--- src/rtl/quant_zigzag_collect.sv ---
// rtl/quant_zigzag_collect.sv - collects 16 quantized levels per 4x4 block, zigzag-reorders them and emits ping-pong buffered blocks
// Optional feature macro: QZC_STATS_EN adds a per-block nonzero counter on nz_count.
module quant_zigzag_collect #(
    parameter int MAX_LEVEL = 2047,
    parameter int LVL_W     = 16
) (
    input  logic                 clk,
    input  logic                 rst_n,
    input  logic                 in_valid,
    output logic                 in_ready,
    input  logic [LVL_W-1:0]     in_level,
    input  logic [7:0]           in_err,
    output logic                 out_valid,
    input  logic                 out_ready,
    output logic [16*LVL_W-1:0]  out_levels,
    output logic [4:0]           out_last,
    output logic                 out_nz,
    output logic [11:0]          out_err_sum,
    output logic                 out_clip
`ifdef QZC_STATS_EN
    ,
    output logic [4:0]           nz_count
`endif
);

    localparam logic signed [LVL_W-1:0] P_MAX = LVL_W'(MAX_LEVEL);
    localparam logic signed [LVL_W-1:0] P_MIN = -P_MAX;

    // raster position -> zigzag slot
    function automatic logic [3:0] f_inv_zz(input logic [3:0] r);
        logic [3:0] s;
        case (r)
            4'd0:    s = 4'd0;
            4'd1:    s = 4'd1;
            4'd2:    s = 4'd5;
            4'd3:    s = 4'd6;
            4'd4:    s = 4'd2;
            4'd5:    s = 4'd4;
            4'd6:    s = 4'd7;
            4'd7:    s = 4'd12;
            4'd8:    s = 4'd3;
            4'd9:    s = 4'd8;
            4'd10:   s = 4'd11;
            4'd11:   s = 4'd13;
            4'd12:   s = 4'd9;
            4'd13:   s = 4'd10;
            4'd14:   s = 4'd14;
            default: s = 4'd15;
        endcase
        return s;
    endfunction

    // Per-buffer storage
    logic [LVL_W-1:0] r_lv [0:1][0:15];
    logic [4:0]       r_last  [0:1];
    logic             r_nz    [0:1];
    logic [11:0]      r_err   [0:1];
    logic             r_clip  [0:1];

    // Control state and running accumulators
    logic        r_wr_sel;
    logic        r_rd_sel;
    logic [1:0]  r_full;
    logic [3:0]  r_cnt;
    logic [3:0]  r_last_acc;
    logic        r_nz_acc;
    logic [11:0] r_err_acc;
    logic        r_clip_acc;

    logic                    w_accept;
    logic                    w_drain;
    logic                    w_done;
    logic signed [LVL_W-1:0] w_in_s;
    logic [LVL_W-1:0]        w_lvl;
    logic                    w_clamped;
    logic [3:0]              w_slot;
    logic                    w_is_nz;
    logic [3:0]              w_last_nx;
    logic                    w_nz_nx;
    logic [11:0]             w_err_nx;
    logic                    w_clip_nx;
    logic [4:0]              w_last_fin;
    logic [1:0]              w_full_nx;

    assign in_ready  = !r_full[r_wr_sel];
    assign out_valid = r_full[r_rd_sel];
    assign w_accept  = in_valid && in_ready;
    assign w_drain   = out_valid && out_ready;
    assign w_done    = w_accept && (r_cnt == 4'd15);

    assign w_in_s = signed'(in_level);

    always_comb begin
        w_lvl     = in_level;
        w_clamped = 1'b0;
        if (w_in_s > P_MAX) begin
            w_lvl     = P_MAX;
            w_clamped = 1'b1;
        end else if (w_in_s < P_MIN) begin
            w_lvl     = P_MIN;
            w_clamped = 1'b1;
        end
    end

    assign w_slot  = f_inv_zz(r_cnt);
    assign w_is_nz = (w_lvl != '0);

    // r_nz_acc doubles as the "last_acc is -1" marker so last_acc can reset to 0
    always_comb begin
        w_last_nx = r_last_acc;
        if (w_is_nz && (!r_nz_acc || (w_slot > r_last_acc)))
            w_last_nx = w_slot;
    end

    assign w_nz_nx    = r_nz_acc | w_is_nz;
    assign w_err_nx   = r_err_acc + {{4{in_err[7]}}, in_err};
    assign w_clip_nx  = r_clip_acc | w_clamped;
    assign w_last_fin = w_nz_nx ? {1'b0, w_last_nx} : 5'h1F;

    // Completion and drain always target different buffers, so both bits can move at once
    always_comb begin
        w_full_nx = r_full;
        if (w_drain)
            w_full_nx[r_rd_sel] = 1'b0;
        if (w_done)
            w_full_nx[r_wr_sel] = 1'b1;
    end

    always_ff @(posedge clk or negedge rst_n) begin
        if (!rst_n) begin
            for (int i = 0; i < 2; i++) begin
                for (int j = 0; j < 16; j++)
                    r_lv[i][j] <= '0;
                r_last[i] <= '0;
                r_nz[i]   <= 1'b0;
                r_err[i]  <= '0;
                r_clip[i] <= 1'b0;
            end
            r_wr_sel   <= 1'b0;
            r_rd_sel   <= 1'b0;
            r_full     <= '0;
            r_cnt      <= '0;
            r_last_acc <= '0;
            r_nz_acc   <= 1'b0;
            r_err_acc  <= '0;
            r_clip_acc <= 1'b0;
        end else begin
            r_full <= w_full_nx;
            if (w_drain)
                r_rd_sel <= !r_rd_sel;
            if (w_accept) begin
                r_lv[r_wr_sel][w_slot] <= w_lvl;
                if (w_done) begin
                    r_last[r_wr_sel] <= w_last_fin;
                    r_nz[r_wr_sel]   <= w_nz_nx;
                    r_err[r_wr_sel]  <= w_err_nx;
                    r_clip[r_wr_sel] <= w_clip_nx;
                    r_wr_sel         <= !r_wr_sel;
                    r_cnt            <= '0;
                    r_last_acc       <= '0;
                    r_nz_acc         <= 1'b0;
                    r_err_acc        <= '0;
                    r_clip_acc       <= 1'b0;
                end else begin
                    r_cnt      <= r_cnt + 4'd1;
                    r_last_acc <= w_last_nx;
                    r_nz_acc   <= w_nz_nx;
                    r_err_acc  <= w_err_nx;
                    r_clip_acc <= w_clip_nx;
                end
            end
        end
    end

`ifdef QZC_STATS_EN
    logic [4:0] r_nzc     [0:1];
    logic [4:0] r_nzc_acc;
    logic [4:0] w_nzc_nx;

    assign w_nzc_nx = (r_nzc_acc == 5'd16) ? 5'd16 : (r_nzc_acc + {4'd0, w_is_nz});

    always_ff @(posedge clk or negedge rst_n) begin
        if (!rst_n) begin
            r_nzc[0]  <= '0;
            r_nzc[1]  <= '0;
            r_nzc_acc <= '0;
        end else if (w_accept) begin
            if (w_done) begin
                r_nzc[r_wr_sel] <= w_nzc_nx;
                r_nzc_acc       <= '0;
            end else begin
                r_nzc_acc <= w_nzc_nx;
            end
        end
    end

    assign nz_count = r_nzc[r_rd_sel];
`endif

    always_comb begin
        out_levels = '0;
        for (int i = 0; i < 16; i++)
            out_levels[i*LVL_W +: LVL_W] = r_lv[r_rd_sel][i];
    end

    assign out_last    = r_last[r_rd_sel];
    assign out_nz      = r_nz[r_rd_sel];
    assign out_err_sum = r_err[r_rd_sel];
    assign out_clip    = r_clip[r_rd_sel];

endmodule

--- config.mk ---
export PLATFORM = sky130hd
export DESIGN_NAME = quant_zigzag_collect
export DESIGN_NICKNAME = d
export VERILOG_FILES = /design/src/rtl/quant_zigzag_collect.sv
export SDC_FILE = /design/constraint.sdc
export NUM_CORES = 1
export LEC_CHECK = 0
export CORE_ASPECT_RATIO = 0.75
export CORE_UTILIZATION = 45
export CTS_CLUSTER_DIAMETER = 150
export DETAILED_ROUTE_END_ITERATION = 7
export GPL_TIMING_DRIVEN = 1
export PLACE_DENSITY = 0.77
export SLEW_MARGIN = 20
export SYNTH_ARGS = -nofsm -noshare
export SYNTH_HDL_FRONTEND = slang
export SYNTH_SLANG_ARGS = --single-unit
--- constraint.sdc ---
create_clock -name clk -period 3.7 [get_ports clk]
set_input_delay 0.74 -clock clk [delete_from_list [all_inputs] [get_ports clk]]
set_output_delay 0.74 -clock clk [all_outputs]
set_load 0.02 [all_outputs]
==> impl_metrics.ini <==
[layout]
final_area_mm2 = 0.03253
multi_input_area_mm2 = 0.01132
ff_latch_area_mm2 = 0.01442
area_growth_pct = 23.15
nNetsFinal = 2212
stdcell_count = 2987
final_layout_size_suffix_gt1_share_pct = 45.10
final_cell_mix = mux2_2, dfrtp_1, clkdlybuf4s50_1
nFillCells = 4546
mostFrequentLayoutCell = mux2_2

[sta]
setup_violations = 0
min_period_over_period_pct = 92.59
fin_skew_ns = 0.02173
fin_tns_setup_ns = 0
rsz0062_at_grt = false
timing.final.hold_violations = 0
slew_viol_final = 0
period_minus_slack_ns = 3.426
worstMarginPinSlew_ns = 1.108
fmax_mhz = 291.9
relSlewSlack_pct = 25.83
whs_ns = 0.1182

[clock_tree]
insertion_delay_ns = 0.61
cts_buffer_depth = 3
htreeDepth = 2
cts_root_buffer = clkbuf_16
numClockSinks = 576
clk_pin_slew_ns = 0.06
postCtsHoldBufs = 0
cts_buffers = 56
cts_setup_buffers = 0
post_cts_resized = 0
cts_tree = yes

[worst_setup_path]
r2r_cells = 10
crit_start = r_rd_sel
r2r_end = r_lv[124]
r2r_setup_slack_ns = 0.42
cp-endpoint = out_levels[101]
required_ns = 2.96
endpoint_kind = output port
crit_arrival_ns = 2.69
worstSetupPathType = reg2out
startpoint_type = flip-flop
critPathMaxFanout = 53
r2r-start = r_cnt[1]

[hold_path]
hold_path_class = in2async

[placement]
place.gp.congestion = 0.9095
place_area_mm2 = 0.03060
placed_cells = 2883
dp_hpwl_um = 46610
port_buffers = 304

[synthesis]
async_flop_share_pct = 100.0
synth_top_family_by_area = multiplexers
ys_warn_count = 0
synthAdderAreaFrac_pct = 1.071
synth_seq_area_share_pct = 54.57
syn_avg_cell_area_um2 = 14.15
synthSimpleGateAreaFrac_pct = 3.733
syn_area_mm2 = 0.02641
synth_nets = 1917
synth_xor_area_share_pct = 0.3316
synth-seq-cells = 576
synthCells = 1867
synth_mux_area_share_pct = 34.47
synth_compound_area_share_pct = 2.747
synth_flop_cell = dfrtp_1
synth_edf_count = 0
ys_types = 66

[drt]
vias = 16344
wl_per_cell_um = 23.52
dr.first_iter.drc_count = 1102
first_pass_iters = 5
vias_per_cell = 5.472
drtAntennaViolNets = 0
drc = 0
finalWirelength_um = 70240

[global_routing]
antenna_found_initial = 1
grt_pass1_wl_um = 105900
grt_usage_pct = 23.63
grt_pass1_vias = 17286
grt_max_degree = 107
grt_overflow = 0

[floorplan]
die_h_um = 211.8
core_mm2 = 0.05772
start_util_pct = 45.76
die_w_um = 281.8
fp-row-count = 76
ioPinCount = 305
design.die.area_mm2 = 0.05968

[pwr]
power_density_mw_per_mm2 = 1020
vdd_drop_max_v = 0.0007033
power_mw = 33.19
power.static_leakage_nw = 14.60

[run]
maxCapViolations = 0

[outcome]
status = finished clean
==> report_power, final <==
part	total, mW	internal, mW	switching (mW)
sequential	10.6	9.13	1.46
clock	5.94	3.51	2.43
combinational	16.7	8.55	8.12
==> synthesized netlist by cell type, types with 7 or more instances <==
| cell | instances | share of area (%) |
|---|---|---|
| nand2_1 | 66 | 0.94 |
| buf_4 | 16 | 0.45 |
| a22o_1 | 9 | 0.30 |
| nor3_1 | 8 | 0.15 |
| a21o_1 | 8 | 0.23 |
| mux2_2 | 753 | 32 |
| ha_1 | 21 | 0.99 |
| clkbuf_1 | 90 | 1.3 |
| inv_1 | 30 | 0.43 |
| buf_2 | 13 | 0.25 |
| o21ai_0 | 39 | 0.74 |
| mux2_1 | 11 | 0.47 |
| or3_1 | 7 | 0.17 |
| nand3_1 | 9 | 0.17 |
| dfrtp_1 | 576 | 55 |
| buf_6 | 11 | 0.47 |
| a21oi_1 | 23 | 0.44 |
| mux2_4 | 30 | 1.7 |
| nor2_2 | 12 | 0.28 |
| nor2_1 | 45 | 0.64 |
==> flip-flops by register name, summed over array words and instances, names as in the netlist <==
name and flops:
r_wr_sel 1, r_full 2, r_err 24, r_last_acc 4
r_cnt 4, r_last 10, r_nz 2, r_nz_acc 1
r_err_acc 12, r_clip_acc 1, r_lv 512, r_rd_sel 1
r_clip 2
==> per-stage QoR <==
stage	utilization, %	setup WS [ns]
after floorplan	-	0.6754
after global placement	53.02	-0.2625
after detailed placement	53.02	-0.2858
after CTS	56.32	0.2310
after global routing	56.35	0.1482
final	56.36	0.2741
==> kinds of logic after synthesis <==
family                   count (synthesis)
adder cells (fa/ha/maj)                 22
flip-flops                             576
AO/OA/AOI/OAI                          106
AND/OR/NAND/NOR                        188
XOR/XNOR                                10
buffers and inverters                  166
multiplexers                           799
==> metal layers <==
metal / GRT usage [%] / routed length, um
met1: 33.80 / 32200
met2: 36.99 / 32510
met3: 4.271 / 3954
met4: 6.316 / 1576
met5: 0 / 0
==> worst max-delay path: stages, from the launching register on <==
cell,delay (ns)
dfrtp_4,0.45
buf_12,0.25
buf_12,0.30
mux2_2,0.42
clkdlybuf4s50_1,0.56
==> worst min-delay path by stage <==
stage	to	startpoint	slack, ns
floorplan	r_clip[0]	rst_n	0.44
global placement	r_err[4]	r_err[4]	0.45
detailed placement	r_err[4]	r_err[4]	0.46
CTS	r_lv[249]	rst_n	0.13
global route	r_lv[482]	rst_n	0.14
finish	r_lv[482]	rst_n	0.12
==> cell type report <==
class / count / share of cell area, %
Antenna cell: 1 / 0.007693
Clock buffer: 80 / 4.958
Clock inverter: 22 / 0.9000
Inverter: 33 / 0.3808
Multi-Input combinational cell: 1125 / 34.81
Sequential cell: 576 / 44.32
Tap cell: 780 / 3.000
Timing Repair Buffer: 370 / 11.62
(Power assumes the default switching activity.)
